--- src/rtl/cpu_pkg.sv ---
`default_nettype none
// +----------------------------------------------------------------------+
// | cpu_pkg : shared CPU constants and PC sequencer state encodings      |
// | Revision: 1.0                                                        |
// +----------------------------------------------------------------------+
package cpu_pkg;
  localparam int C_XLEN    = 32;
  localparam int C_PC_STEP = 4;

  localparam logic [1:0] C_ST_BOOT = 2'd0;
  localparam logic [1:0] C_ST_RUN  = 2'd1;
  localparam logic [1:0] C_ST_HALT = 2'd2;
endpackage
`default_nettype wire

--- src/rtl/pc_target_sel.sv ---
`default_nettype none
// +----------------------------------------------------------------------+
// | pc_target_sel : priority redirect select and target adders.          |
// | TRAP_EN adds trap_i/trap_vec_i as the top-priority redirect.         |
// | Revision: 1.0                                                        |
// +----------------------------------------------------------------------+
module pc_target_sel
  import cpu_pkg::*;
#(
  parameter int XLEN = C_XLEN
) (
`ifdef TRAP_EN
  input  logic            trap_i,
  input  logic [XLEN-1:0] trap_vec_i,
`endif
  input  logic            ex_valid_i,
  input  logic [XLEN-1:0] ex_pc_i,
  input  logic [XLEN-1:0] imm_i,
  input  logic [XLEN-1:0] rs1_data_i,
  input  logic            is_branch_i,
  input  logic            branch_taken_i,
  input  logic            is_jal_i,
  input  logic            is_jalr_i,
  output logic            redirect_o,
  output logic [XLEN-1:0] target_o
);
  logic [XLEN-1:0] w_pc_rel;
  logic [XLEN-1:0] w_reg_rel;
  logic [XLEN-1:0] w_sel;

  assign w_pc_rel  = ex_pc_i + imm_i;
  assign w_reg_rel = rs1_data_i + imm_i;

  always_comb begin
    redirect_o = 1'b0;
    w_sel      = '0;
`ifdef TRAP_EN
    if (trap_i) begin
      redirect_o = 1'b1;
      w_sel      = trap_vec_i;
    end else
`endif
    if (ex_valid_i && is_jalr_i) begin
      redirect_o = 1'b1;
      w_sel      = w_reg_rel;
    end else if (ex_valid_i && is_jal_i) begin
      redirect_o = 1'b1;
      w_sel      = w_pc_rel;
    end else if (ex_valid_i && is_branch_i && branch_taken_i) begin
      redirect_o = 1'b1;
      w_sel      = w_pc_rel;
    end
  end

  // Bit 0 is cleared for every target so the fetch PC is always halfword aligned.
  assign target_o = w_sel & ~XLEN'(1);
endmodule
`default_nettype wire

--- src/rtl/pc_sequencer.sv ---
`default_nettype none
// +----------------------------------------------------------------------+
// | pc_sequencer : registered fetch PC with valid/ready, redirects and   |
// | halt/resume. Define TRAP_EN to add the trap redirect ports.          |
// | Revision: 1.0                                                        |
// +----------------------------------------------------------------------+
module pc_sequencer
  import cpu_pkg::*;
#(
  parameter int              XLEN      = C_XLEN,
  parameter logic [XLEN-1:0] RESET_VEC = '0,
  parameter int              PC_STEP   = C_PC_STEP
) (
  input  logic            clk,
  input  logic            rst_n,
`ifdef TRAP_EN
  input  logic            trap_i,
  input  logic [XLEN-1:0] trap_vec_i,
`endif
  output logic [XLEN-1:0] pc_o,
  output logic            pc_valid_o,
  input  logic            pc_ready_i,
  input  logic            ex_valid_i,
  input  logic [XLEN-1:0] ex_pc_i,
  input  logic [XLEN-1:0] imm_i,
  input  logic [XLEN-1:0] rs1_data_i,
  input  logic            is_branch_i,
  input  logic            branch_taken_i,
  input  logic            is_jal_i,
  input  logic            is_jalr_i,
  input  logic            halt_i,
  output logic            redirect_o,
  output logic            misalign_o
);
  logic [1:0]      r_state;
  logic [1:0]      w_state_nxt;
  logic [XLEN-1:0] r_pc;
  logic            r_redirect;
  logic            r_misalign;
  logic            w_redirect;
  logic [XLEN-1:0] w_target;

  pc_target_sel #(
    .XLEN(XLEN)
  ) u_target_sel (
`ifdef TRAP_EN
    .trap_i        (trap_i),
    .trap_vec_i    (trap_vec_i),
`endif
    .ex_valid_i    (ex_valid_i),
    .ex_pc_i       (ex_pc_i),
    .imm_i         (imm_i),
    .rs1_data_i    (rs1_data_i),
    .is_branch_i   (is_branch_i),
    .branch_taken_i(branch_taken_i),
    .is_jal_i      (is_jal_i),
    .is_jalr_i     (is_jalr_i),
    .redirect_o    (w_redirect),
    .target_o      (w_target)
  );

  always_ff @(posedge clk or negedge rst_n) begin
    if (!rst_n) r_state <= C_ST_BOOT;
    else        r_state <= w_state_nxt;
  end

  // Halt is only taken once the offered PC is consumed or superseded by a redirect.
  always_comb begin
    w_state_nxt = r_state;
    case (r_state)
      C_ST_BOOT: w_state_nxt = C_ST_RUN;
      C_ST_RUN:  if (halt_i && (pc_ready_i || w_redirect)) w_state_nxt = C_ST_HALT;
      C_ST_HALT: if (!halt_i) w_state_nxt = C_ST_RUN;
      default:   w_state_nxt = C_ST_BOOT;
    endcase
  end

  always_comb begin
    pc_valid_o = (r_state == C_ST_RUN);
  end

  always_ff @(posedge clk or negedge rst_n) begin
    if (!rst_n) begin
      r_pc       <= RESET_VEC;
      r_redirect <= 1'b0;
      r_misalign <= 1'b0;
    end else begin
      r_redirect <= w_redirect;
      r_misalign <= w_redirect && w_target[1];
      if (w_redirect)
        r_pc <= w_target;
      else if ((r_state == C_ST_RUN) && pc_ready_i)
        r_pc <= r_pc + XLEN'(PC_STEP);
    end
  end

  assign pc_o       = r_pc;
  assign redirect_o = r_redirect;
  assign misalign_o = r_misalign;
endmodule
`default_nettype wire
--- config.mk ---
export PLATFORM = sky130hd
export DESIGN_NAME = pc_sequencer
export DESIGN_NICKNAME = d
export VERILOG_FILES = /design/src/rtl/cpu_pkg.sv /design/src/rtl/pc_target_sel.sv /design/src/rtl/pc_sequencer.sv
export SDC_FILE = /design/constraint.sdc
export NUM_CORES = 1
export LEC_CHECK = 0
export BUFFER_PORTS_ARGS = -buffer_cell sky130_fd_sc_hd__buf_2
export CAP_MARGIN = 20
export CELL_PAD_IN_SITES_DETAIL_PLACEMENT = 0
export CELL_PAD_IN_SITES_GLOBAL_PLACEMENT = 1
export CORE_UTILIZATION = 28
export CTS_CLUSTER_SIZE = 12
export DETAILED_ROUTE_END_ITERATION = 6
export PLACE_DENSITY = 0.6
export SYNTH_ARGS = -nofsm -noshare
export SYNTH_HDL_FRONTEND = slang
export SYNTH_SLANG_ARGS = --single-unit
--- constraint.sdc ---
create_clock -name clk -period 3.1 [get_ports clk]
set_input_delay 0.155 -clock clk [delete_from_list [all_inputs] [get_ports clk]]
set_output_delay 0.155 -clock clk [all_outputs]
set_load 0.005 [all_outputs]
==> impl_metrics.xml, run 1 <==
<?xml version="1.0" encoding="UTF-8"?>
<metrics>
  <group name="clock_tree">
    <metric name="root_buffer_selected_by_cts" unit="">clkbuf_16</metric>
    <metric name="htree_levels" unit="">2</metric>
    <metric name="cts_tree" unit="">built</metric>
    <metric name="clock_latency" unit="ns">0.28</metric>
    <metric name="cts_setup_buffers" unit="">0</metric>
    <metric name="cts-root-to-sink-buffers" unit="">2</metric>
    <metric name="cts-buffers-inserted" unit="">5</metric>
    <metric name="cts.clk_slew.worst_paths" unit="ns">0.06</metric>
    <metric name="cts_hold_buffers" unit="">0</metric>
    <metric name="cts.sinks" unit="">35</metric>
  </group>
  <group name="grt">
    <metric name="globalRouteMet2Util" unit="%">31.9</metric>
    <metric name="globalRoute.busiestLayer" unit="">met2</metric>
    <metric name="met1_usage" unit="%">29.5</metric>
    <metric name="grt-ovfl-total" unit="">0</metric>
    <metric name="first_global_vias" unit="">5824</metric>
    <metric name="grt_start_max_net_pins" unit="">36</metric>
    <metric name="grt_antenna_before_repair" unit="">0</metric>
    <metric name="grt_first_pass_wirelength" unit="mm">31.7</metric>
    <metric name="grt_usage" unit="%">20.0</metric>
    <metric name="grt.met3_usage" unit="%">2.02</metric>
  </group>
  <group name="timing">
    <metric name="slew-limit-headroom" unit="%">40.9</metric>
    <metric name="worst_hold_slack" unit="ns">-0.00910</metric>
    <metric name="final.setup_skew" unit="ns">0.00569</metric>
    <metric name="timing_hold_violations_final" unit="">26</metric>
    <metric name="slew_violations" unit="">0</metric>
    <metric name="tightest_slew" unit="ns">0.886</metric>
    <metric name="totalNegativeSetupSlack" unit="ns">0</metric>
    <metric name="achievable-frequency" unit="MHz">350</metric>
    <metric name="timing.final.crit_share" unit="%">92.2</metric>
    <metric name="report.final.setup_viol" unit="">0</metric>
    <metric name="period_minus_slack" unit="ns">2.86</metric>
  </group>
  <group name="floorplanning">
    <metric name="design.portCount" unit="">140</metric>
    <metric name="chip_width" unit="µm">141</metric>
    <metric name="design.die.area" unit="µm²">20000</metric>
    <metric name="initial_core_util" unit="%">28.8</metric>
    <metric name="core_region_area" unit="µm²">18900</metric>
    <metric name="rows" unit="">50</metric>
    <metric name="dieHeight" unit="µm">141</metric>
  </group>
  <group name="logic_synthesis">
    <metric name="post_synth_num_cell_types" unit="">76</metric>
    <metric name="flip_flop_and_latch_count_after_synthesis" unit="">35</metric>
    <metric name="ys.flop_type" unit="">dfrtp_1</metric>
    <metric name="syn_inst" unit="">715</metric>
    <metric name="async_reset_ff_share" unit="%">100</metric>
    <metric name="synth.cell_area" unit="µm²">5450</metric>
    <metric name="synth_enable_flop_cells" unit="">0</metric>
    <metric name="number_of_warnings_issued_by_yosys" unit="">0</metric>
    <metric name="syn_nets" unit="">883</metric>
    <metric name="register_area_share_after_synthesis" unit="%">16.1</metric>
    <metric name="postSynthAreaPerCell" unit="µm²">7.62</metric>
  </group>
  <group name="setup_path">
    <metric name="worst_ep_required_time" unit="ns">3.27</metric>
    <metric name="worstPathMaxFanout" unit="">4</metric>
    <metric name="path_class" unit="">in2reg</metric>
    <metric name="worst_setup_path_start_kind" unit="">input pin</metric>
    <metric name="endpoint_kind" unit="">flop</metric>
    <metric name="worstPathArrival" unit="ns">3.03</metric>
  </group>
  <group name="placement">
    <metric name="port_buffers" unit="">138</metric>
    <metric name="dpl.hpwl" unit="mm">16.2</metric>
    <metric name="gp_routability_congestion" unit="">0.808</metric>
  </group>
  <group name="layout">
    <metric name="fillCellCount" unit="">2091</metric>
    <metric name="antenna_cells_inserted" unit="">0</metric>
    <metric name="nNetsFinal" unit="">1021</metric>
    <metric name="layout-area-overhead-vs-synth" unit="%">22.2</metric>
    <metric name="seqCellArea" unit="µm²">876</metric>
    <metric name="drive_above_1_share" unit="%">21.7</metric>
    <metric name="multi_input_comb_area" unit="µm²">4380</metric>
  </group>
  <group name="min_path">
    <metric name="worst_hold_path_type" unit="">in2async</metric>
  </group>
  <group name="route">
    <metric name="route.detailed.drc" unit="">0</metric>
    <metric name="routed_via_density" unit="">5.41</metric>
    <metric name="via_count" unit="">6020</metric>
    <metric name="wl_per_cell" unit="µm">17.9</metric>
    <metric name="ant_nets" unit="">0</metric>
    <metric name="firstDrtPassIters" unit="">5</metric>
    <metric name="drt_wl_total" unit="mm">20.0</metric>
    <metric name="drt_first_iter_violations" unit="">445</metric>
  </group>
  <group name="power">
    <metric name="post_layout_power" unit="mW">2.54</metric>
    <metric name="power.static_leakage" unit="nW">3.12</metric>
    <metric name="cellPowerDensity" unit="nW/µm²">382</metric>
    <metric name="power.ir.vdd_worst" unit="mV">0.194</metric>
  </group>
  <group name="status">
    <metric name="outcome" unit="">finished, violations left</metric>
    <metric name="failed_checks" unit="">hold timing</metric>
  </group>
  <group name="job">
    <metric name="maxCapViolations" unit="">0</metric>
  </group>
</metrics>
[worst max-delay path, stage by stage]
cell       delay, ns
buf_2           0.14
ha_1            0.28
a31oi_1         0.11
a211oi_2        0.32
o2111ai_1       0.21
a41oi_1         0.44
o221ai_2        0.28
o41ai_1         0.55
mux2i_1         0.27
o221ai_1        0.13
o21a_1          0.13
[layer usage]
layer	vias up	routed length, µm
met3	11	976
met1	2840	9940
li1	2995	-
met2	174	8890
met4	0	160
met5	-	0
[registers in the layout (all words and copies together) (netlist names)]
signal / flops
r_state: 2
misalign_o: 1
redirect_o: 1
pc_o: 31
[synthesized netlist by cell type, types with 23 or more instances]
master	count	area share [%]
ha_1	61	14
a21o_1	27	3.7
clkbuf_1	24	1.7
dfrtp_1	35	16
nand2_1	58	4.0
nor2_1	50	3.4
a21oi_1	72	6.6
xnor2_1	37	5.9
nand3_1	27	2.5
o21ai_0	48	4.4
xor2_1	25	4.0
a31oi_1	23	2.6
[final timing paths]
kind                            cells past startpoint    endpoint     start  slack, ns
worst max-delay path                               11    pc_o[25]  imm_i[1]       0.24
worst min-delay path                                1  misalign_o     rst_n     -0.009
worst max register to register                      9    pc_o[31]   pc_o[6]       0.53
worst min register to register                      2     pc_o[1]   pc_o[1]       0.47
max in group asynchronous                           1    pc_o[12]     rst_n       2.57
min in group clk                                    2  r_state[0]    halt_i       0.06
[cell type report]
| class | count | share of cell area (%) |
|---|---|---|
| multi-input cells | 632 | 65.9 |
| flip-flops and latches | 35 | 13.2 |
| repair buffers | 160 | 12.9 |
| well taps | 260 | 4.89 |
| clock inverters | 1 | 0.0752 |
| inverters | 19 | 1.07 |
| clock buffers | 6 | 2.09 |
[placed cells by master, fill, tap and decap left out, types with 4 or more instances in the layout]
cell and n:
o22ai_1 6, a31o_2 6, o21bai_1 7, xnor2_1 37, nor3_1 7, o221ai_1 8
a21boi_0 6, and2_1 10, and3_1 20, nand2_1 58, nand3_1 27, nor2b_1 5
buf_2 138, or3_1 6, a22oi_1 6, o21a_1 16, inv_1 19, o21ai_1 4
buf_4 22, a21o_1 27, o21ai_0 47, a21oi_1 72, ha_1 61, nand4_1 12
nor2_1 50, xor2_1 25, dfrtp_1 35, a31oi_1 23, nand2b_1 9, clkbuf_16 5
a221oi_1 6
[repair_timing]
action,4_1_cts,5_1_grt
resized for setup,0,1
setup endpoints to repair,0,1
endpoints found under the hold margin,0,0
[power by group]
part / switching (mW) / internal (mW) / total, mW
clock: 0.200 / 0.314 / 0.514
combinational: 0.749 / 0.596 / 1.34
sequential: 0.134 / 0.551 / 0.685
[stage by stage]
stage,cells,utilization [%],setup slack (ns),cell area (µm²),hold slack [ns]
finish,1113,35.2,0.243,6660,-0.00910
global route,1113,35.2,-0.0134,6660,0.0466
CTS,1113,35.2,0.215,6650,0.0192
detailed placement,1106,34.5,-0.0521,6510,0.316
global placement,1106,34.5,-0.0522,6510,0.322
floorplan,715,-,0.734,5450,-0.141
[kinds of logic after synthesis]
kind of cell	synth area share [%]
AO/OA/AOI/OAI	35.6
XOR/XNOR	9.97
adder cells (fa/ha/maj)	14.7
buffers and inverters	3.47
flip-flops	16.1
multiplexers	0.551
other	0.0689
AND/OR/NAND/NOR	19.5
(Power assumes the default switching activity.)
==> run 2, diff against run 1 <==
PLACE_DENSITY = not set   (was 0.6)
PLACE_DENSITY_LB_ADDON = 0.1   (was not set)
==> run 2 against run 1 <==
The flow still finishes with violations (hold timing). Clock skew about the same. Die area unchanged. Global-route usage increased by 1.0 points. Critical path depth increased by 1. Clock power about the same. Register-to-register slack improved by 0.10 ns. Final cell count increased by 0.27%. Total power increased by 0.72%. Worst setup slack got worse by 0.032 ns. Largest cell class unchanged. Largest power group unchanged.
==> impl_metrics.xml, run 2 (same netlist as run 1, synthesis figures left out) <==
<?xml version="1.0" encoding="UTF-8"?>
<metrics>
  <group name="placement">
    <metric name="port_buffers" unit="">138</metric>
    <metric name="placed_area" unit="µm²">6530</metric>
    <metric name="dpl.hpwl" unit="mm">16.9</metric>
    <metric name="gp_routability_congestion" unit="">0.861</metric>
  </group>
  <group name="route">
    <metric name="ant_nets" unit="">0</metric>
    <metric name="wl_per_cell" unit="µm">18.8</metric>
    <metric name="firstDrtPassIters" unit="">5</metric>
    <metric name="route.detailed.drc" unit="">0</metric>
    <metric name="routed_via_density" unit="">5.49</metric>
    <metric name="drt_wl_total" unit="mm">20.9</metric>
    <metric name="drt_first_iter_violations" unit="">432</metric>
    <metric name="via_count" unit="">6122</metric>
  </group>
  <group name="clock_tree">
    <metric name="cts_repair_resize_count" unit="">0</metric>
    <metric name="cts_tree" unit="">built</metric>
    <metric name="cts-root-to-sink-buffers" unit="">2</metric>
    <metric name="cts.sinks" unit="">35</metric>
    <metric name="cts-buffers-inserted" unit="">5</metric>
    <metric name="htree_levels" unit="">2</metric>
    <metric name="cts.clk_slew.worst_paths" unit="ns">0.06</metric>
    <metric name="cts_hold_buffers" unit="">0</metric>
    <metric name="root_buffer_selected_by_cts" unit="">clkbuf_16</metric>
    <metric name="clock_latency" unit="ns">0.28</metric>
    <metric name="cts_setup_buffers" unit="">0</metric>
  </group>
  <group name="timing">
    <metric name="unrepaired_setup_endpoints_after_global_routing" unit="">no</metric>
    <metric name="tightest_slew" unit="ns">0.875</metric>
    <metric name="timing_hold_violations_final" unit="">14</metric>
    <metric name="final.setup_skew" unit="ns">0.00605</metric>
    <metric name="report.final.setup_viol" unit="">0</metric>
    <metric name="achievable-frequency" unit="MHz">346</metric>
    <metric name="period_minus_slack" unit="ns">2.89</metric>
    <metric name="worst_hold_slack" unit="ns">-0.0187</metric>
    <metric name="slew_violations" unit="">0</metric>
    <metric name="timing.final.crit_share" unit="%">93.2</metric>
    <metric name="slew-limit-headroom" unit="%">41.7</metric>
  </group>
  <group name="floorplanning">
    <metric name="rows" unit="">50</metric>
    <metric name="dieHeight" unit="µm">141</metric>
    <metric name="design.portCount" unit="">140</metric>
    <metric name="design.die.area" unit="µm²">20000</metric>
    <metric name="core_region_area" unit="µm²">18900</metric>
    <metric name="chip_width" unit="µm">141</metric>
    <metric name="initial_core_util" unit="%">28.8</metric>
  </group>
  <group name="setup_path">
    <metric name="worst-r2r-cell-count" unit="">9</metric>
    <metric name="worstPathMaxFanout" unit="">4</metric>
    <metric name="path_class" unit="">in2reg</metric>
    <metric name="endpoint_kind" unit="">flop</metric>
    <metric name="path_cells" unit="">buf_2 -&gt; ha_1 -&gt; o21ai_1 -&gt; a211oi_2 -&gt; o2111ai_1 -&gt; a41oi_1 -&gt; buf_4 -&gt; o221ai_2 -&gt; o41ai_1 -&gt; mux2i_1 -&gt; o221ai_1 -&gt; o21a_1</metric>
    <metric name="worst_ep_required_time" unit="ns">3.27</metric>
    <metric name="cpMaxStageDelayCell" unit="">o41ai_1</metric>
    <metric name="critPathMaxStageDelay" unit="ns">0.50</metric>
    <metric name="worstPathArrival" unit="ns">3.06</metric>
    <metric name="worst_setup_path_start_kind" unit="">input pin</metric>
  </group>
  <group name="layout">
    <metric name="most_common_cell_after_layout_fill_and_taps_aside" unit="">buf_2</metric>
    <metric name="drive_above_1_share" unit="%">22.0</metric>
    <metric name="nNetsFinal" unit="">1023</metric>
    <metric name="finish.instance_area" unit="µm²">6670</metric>
    <metric name="highest_count_cells_in_the_layout_ignoring_fill_and_taps" unit="">138 x buf_2, 72 x a21oi_1, 61 x ha_1</metric>
    <metric name="antenna_cells_inserted" unit="">0</metric>
    <metric name="largest_register_ff_count" unit="">31</metric>
    <metric name="layout-area-overhead-vs-synth" unit="%">22.5</metric>
  </group>
  <group name="status">
    <metric name="failed_checks" unit="">hold timing</metric>
    <metric name="outcome" unit="">finished, violations left</metric>
  </group>
  <group name="min_path">
    <metric name="worst_hold_path_type" unit="">in2async</metric>
  </group>
  <group name="grt">
    <metric name="grt_usage" unit="%">21.0</metric>
    <metric name="grt_start_max_net_pins" unit="">36</metric>
    <metric name="grt_first_pass_wirelength" unit="mm">33.1</metric>
    <metric name="grt_antenna_before_repair" unit="">0</metric>
    <metric name="first_global_vias" unit="">5816</metric>
    <metric name="grt-ovfl-total" unit="">0</metric>
  </group>
  <group name="power">
    <metric name="power.ir.vdd_worst" unit="mV">0.178</metric>
    <metric name="power.static_leakage" unit="nW">3.12</metric>
    <metric name="post_layout_power" unit="mW">2.56</metric>
    <metric name="cellPowerDensity" unit="nW/µm²">384</metric>
  </group>
  <group name="job">
    <metric name="maxCapViolations" unit="">0</metric>
  </group>
</metrics>
==> run 2: path summary, 6_finish.rpt <==
kind | start | to | slack, ns
min in group clk | halt_i | r_state[0] | 0.06
worst max-delay path | imm_i[3] | pc_o[25] | 0.21
max in group asynchronous | rst_n | pc_o[14] | 2.56
worst min-delay path | rst_n | redirect_o | -0.02
worst max register to register | pc_o[6] | pc_o[31] | 0.63
worst min register to register | pc_o[1] | pc_o[1] | 0.48
==> run 2: metrics by stage <==
step / setup slack (ns) / cells / util (%) / setup TNS [ns]
2_1_floorplan: 0.734 / 715 / - / 0
3_3_place_gp: -0.0666 / 1108 / 34.5 / -0.0666
3_5_place_dp: -0.0304 / 1108 / 34.5 / -0.0304
4_1_cts: 0.250 / 1116 / 35.3 / 0
5_1_grt: 0.116 / 1116 / 35.3 / 0
6_report: 0.211 / 1116 / 35.3 / 0
==> run 2: layout make-up <==
| cell class | count | area (µm²) |
|---|---|---|
| fillers | 2115 | 12200 |
| multi-input cells | 632 | 4380 |
| clock inverters | 3 | 20.0 |
| inverters | 19 | 71.3 |
| clock buffers | 5 | 125 |
| flip-flops and latches | 35 | 876 |
| well taps | 260 | 325 |
| repair buffers | 162 | 871 |
==> run 2: metal layers <==
layer / vias up / wire length [µm] / track usage, %
li1: 2996 / - / -
met1: 2898 / 10200 / 31.4
met2: 222 / 9430 / 32.9
met3: 6 / 1210 / 2.87
met4: 0 / 77 / 2.15
met5: - / 0 / 0
==> run 2: power by group <==
part	internal [mW]	switching, mW
registers	0.550	0.146
logic	0.596	0.756
clock network	0.297	0.217
==> run 2: critical path: cells and delay by family <==
family                     cells  cell delay [ns]
AOI/OAI and AO/OA              8             1.97
muxes                          1             0.32
adders and majority gates      1             0.32
buffers and inverters          2             0.29
==> run 3, diff against run 2 <==
ABC_AREA = 1   (was not set)
==> run 3 against run 2 <==
The flow still finishes with violations (hold timing). Final cell count up 63%. Synthesized cell count up 89%. Die area grew 31%. First-iteration DRC count increased by 6.7%. Utilization fell by 1.9 points. Cell area rose by 26%. Critical path type is now reg2reg. Critical endpoint is now pc_o[27].
==> impl_metrics.xml, run 3 <==
<?xml version="1.0" encoding="UTF-8"?>
<metrics>
  <group name="floorplanning">
    <metric name="core_region_area" unit="µm²">25100</metric>
    <metric name="rows" unit="">58</metric>
    <metric name="design.portCount" unit="">140</metric>
    <metric name="design.die.area" unit="µm²">26200</metric>
    <metric name="initial_core_util" unit="%">28.5</metric>
    <metric name="dieHeight" unit="µm">162</metric>
    <metric name="chip_width" unit="µm">162</metric>
  </group>
  <group name="power">
    <metric name="power.clock.fraction" unit="%">18.0</metric>
    <metric name="switching_share" unit="%">50.1</metric>
    <metric name="comb_power_share" unit="%">56.6</metric>
    <metric name="cellPowerDensity" unit="nW/µm²">399</metric>
    <metric name="power.share.sequential" unit="%">25.4</metric>
    <metric name="power.ir.vdd_worst" unit="mV">0.294</metric>
    <metric name="p_int" unit="mW">1.67</metric>
    <metric name="p_switching" unit="mW">1.68</metric>
    <metric name="power.static_leakage" unit="nW">4.97</metric>
  </group>
  <group name="route">
    <metric name="drt_wl_total" unit="mm">29.2</metric>
    <metric name="drt_first_iter_violations" unit="">461</metric>
    <metric name="firstDrtPassIters" unit="">5</metric>
    <metric name="routed_via_density" unit="">4.66</metric>
    <metric name="via_count" unit="">8465</metric>
    <metric name="wl_per_cell" unit="µm">16.1</metric>
    <metric name="ant_nets" unit="">0</metric>
    <metric name="route.detailed.drc" unit="">0</metric>
  </group>
  <group name="grt">
    <metric name="first_global_vias" unit="">8048</metric>
    <metric name="grt-ovfl-total" unit="">0</metric>
    <metric name="grt_usage" unit="%">22.5</metric>
    <metric name="grt_antenna_before_repair" unit="">0</metric>
    <metric name="grt_start_max_net_pins" unit="">36</metric>
    <metric name="grt_first_pass_wirelength" unit="mm">44.9</metric>
  </group>
  <group name="timing">
    <metric name="timing_hold_violations_final" unit="">35</metric>
    <metric name="slew_violations" unit="">0</metric>
    <metric name="period_minus_slack" unit="ns">2.01</metric>
    <metric name="slew-limit-headroom" unit="%">41.4</metric>
    <metric name="unrepaired_setup_endpoints_after_global_routing" unit="">no</metric>
    <metric name="timing.final.crit_share" unit="%">64.7</metric>
    <metric name="achievable-frequency" unit="MHz">499</metric>
    <metric name="worst_hold_slack" unit="ns">-0.0274</metric>
    <metric name="report.final.setup_viol" unit="">0</metric>
    <metric name="final.setup_skew" unit="ns">0.00922</metric>
    <metric name="tightest_slew" unit="ns">0.879</metric>
    <metric name="totalNegativeSetupSlack" unit="ns">0</metric>
  </group>
  <group name="logic_synthesis">
    <metric name="yosysTopAreaCellShare" unit="%">26.7</metric>
    <metric name="synth_enable_flop_cells" unit="">0</metric>
    <metric name="synthDominantAreaCellType" unit="">nand2_1</metric>
    <metric name="post_synth_most_frequent_cells" unit="">509 x nand2_1, 241 x inv_1, 117 x nor2_1, 112 x nand3_1, 69 x a21oi_1</metric>
    <metric name="post_synth_num_cell_types" unit="">46</metric>
    <metric name="synthTopCellsByArea" unit="">nand2_1 27%, inv_1 13%, dfrtp_1 12%</metric>
    <metric name="postSynthAreaPerCell" unit="µm²">5.30</metric>
    <metric name="number_of_warnings_issued_by_yosys" unit="">0</metric>
    <metric name="yosysMostFrequentCell" unit="">nand2_1</metric>
    <metric name="flip_flop_and_latch_count_after_synthesis" unit="">35</metric>
    <metric name="syn_nets" unit="">1518</metric>
    <metric name="syn_inst" unit="">1350</metric>
    <metric name="async_reset_ff_share" unit="%">100</metric>
    <metric name="synth.cell_area" unit="µm²">7150</metric>
    <metric name="register_area_share_after_synthesis" unit="%">12.3</metric>
    <metric name="ys.flop_type" unit="">dfrtp_1</metric>
  </group>
  <group name="layout">
    <metric name="antenna_cells_inserted" unit="">0</metric>
    <metric name="most_common_cell_after_layout_fill_and_taps_aside" unit="">nand2_1</metric>
    <metric name="fillCellCount" unit="">3034</metric>
    <metric name="drive_above_1_share" unit="%">12.4</metric>
    <metric name="nNetsFinal" unit="">1652</metric>
    <metric name="seqCellArea" unit="µm²">876</metric>
    <metric name="finish.instance_area" unit="µm²">8390</metric>
    <metric name="highest_count_cells_in_the_layout_ignoring_fill_and_taps" unit="">509 x nand2_1, 241 x inv_1, 138 x buf_2</metric>
    <metric name="largest_register_ff_count" unit="">31</metric>
    <metric name="multi_input_comb_area" unit="µm²">5260</metric>
    <metric name="layout-area-overhead-vs-synth" unit="%">17.3</metric>
  </group>
  <group name="placement">
    <metric name="placed_area" unit="µm²">8220</metric>
    <metric name="port_buffers" unit="">138</metric>
    <metric name="gp_routability_congestion" unit="">0.879</metric>
    <metric name="dpl.hpwl" unit="mm">25.0</metric>
  </group>
  <group name="clock_tree">
    <metric name="clock_latency" unit="ns">0.30</metric>
    <metric name="cts_tree" unit="">built</metric>
    <metric name="cts-root-to-sink-buffers" unit="">2</metric>
    <metric name="cts-buffers-inserted" unit="">5</metric>
    <metric name="cts.clk_slew.worst_paths" unit="ns">0.06</metric>
    <metric name="cts_setup_buffers" unit="">0</metric>
    <metric name="cts_repair_resize_count" unit="">0</metric>
    <metric name="cts_hold_buffers" unit="">0</metric>
    <metric name="cts.sinks" unit="">35</metric>
    <metric name="root_buffer_selected_by_cts" unit="">clkbuf_16</metric>
    <metric name="htree_levels" unit="">2</metric>
  </group>
  <group name="setup_path">
    <metric name="worstPathMaxFanout" unit="">5</metric>
    <metric name="path_cells" unit="">nand2_1 -&gt; nor2_1 -&gt; inv_1 -&gt; nor3_2 -&gt; nand2_1 -&gt; xor2_1 -&gt; o21ai_1 -&gt; nand3_1 -&gt; nand2_1 -&gt; inv_1</metric>
    <metric name="timing.critical_path.max_delay_family" unit="">simple AND/OR/NAND/NOR gates</metric>
    <metric name="cpMaxStageDelayCell" unit="">dfrtp_1</metric>
    <metric name="path_class" unit="">reg2reg</metric>
    <metric name="critPathMaxStageDelay" unit="ns">0.44</metric>
    <metric name="worstPathArrival" unit="ns">2.19</metric>
    <metric name="worstPathBufferInverterCount" unit="">2</metric>
    <metric name="worst_setup_path_start_kind" unit="">flop</metric>
    <metric name="critPathMostFrequentCell" unit="">nand2_1</metric>
    <metric name="endpoint_kind" unit="">flop</metric>
    <metric name="worst_ep_required_time" unit="ns">3.29</metric>
  </group>
  <group name="min_path">
    <metric name="worst_hold_path_type" unit="">in2async</metric>
  </group>
  <group name="status">
    <metric name="failed_checks" unit="">hold timing</metric>
    <metric name="outcome" unit="">finished, violations left</metric>
  </group>
  <group name="job">
    <metric name="maxCapViolations" unit="">0</metric>
  </group>
</metrics>
==> run 3: cell types whose count changed in the layout (fill, tap and decap cells not counted), moves of 17 or more <==
| cell | change |
|---|---|
| and3_1 | -18 |
| a31oi_1 | -22 |
| inv_1 | +222 |
| nand2_1 | +451 |
| xnor2_1 | -32 |
| nand3_1 | +85 |
| buf_4 | -20 |
| a21o_1 | -25 |
| nor2_1 | +67 |
| nand3b_1 | +17 |
==> run 3: power by group through the flow <==
stage / Clock [mW] / Combinational, mW / Sequential, mW
4_1_cts: 0.616 / 1.91 / 0.855
5_1_grt: 0.638 / 2.15 / 0.880
2_1_floorplan: 0 / 1.23 / 0.803
3_3_place_gp: 0 / 1.90 / 0.863
3_5_place_dp: 0 / 1.90 / 0.861
6_report: 0.603 / 1.89 / 0.849
==> run 3: final timing paths <==
kind / start / endpoint / slack (ns) / cells after the start
min in group clk: halt_i / r_state[0] / 0.13 / 4
setup / recovery: pc_o[10] / pc_o[27] / 1.09 / 10
hold reg to reg: pc_o[1] / pc_o[1] / 0.48 / 1
hold / removal: rst_n / pc_o[17] / -0.03 / 1
max in group asynchronous: rst_n / pc_o[11] / 2.57 / 1
setup reg to reg: pc_o[10] / pc_o[27] / 1.09 / 10
==> run 3: metal layers <==
layer	track usage (%)	vias up	wire length [µm]
met5	0	-	0
li1	-	4497	-
met1	30.5	3758	14100
met3	2.37	16	1260
met2	38.8	194	13500
met4	3.34	0	329
==> run 3: cell type report <==
type / count / share of cell area, %
Clock buffer: 5 / 1.49
Clock inverter: 3 / 0.522
Inverter: 253 / 11.3
Multi-Input combinational cell: 1047 / 62.7
Sequential cell: 35 / 10.4
Tap cell: 330 / 4.92
Timing Repair Buffer: 142 / 8.59
==> run 3: cells by family after synthesis <==
logic type	count (synthesis)	share of synthesized area (%)
AOI/OAI and AO/OA	148	11.3
xor gates and xnor gates	19	2.33
adders and majority gates	63	11.2
buffers and inverters	268	14.2
DFF	35	12.3
other	1	0.0525
and+or+nand+nor	816	48.6
==> run 3: stage by stage <==
step	power (mW)	worst slack [ns]	util, %	hold WS [ns]	std cells
6_report	3.34	1.09	33.4	-0.0274	1815
3_3_place_gp	2.76	0.860	32.7	0.338	1807
3_5_place_dp	2.76	0.895	32.7	0.340	1807
4_1_cts	3.38	1.09	33.4	0.0237	1815
5_1_grt	3.67	0.901	33.4	0.0561	1815
2_1_floorplan	2.04	1.44	-	-0.141	1350
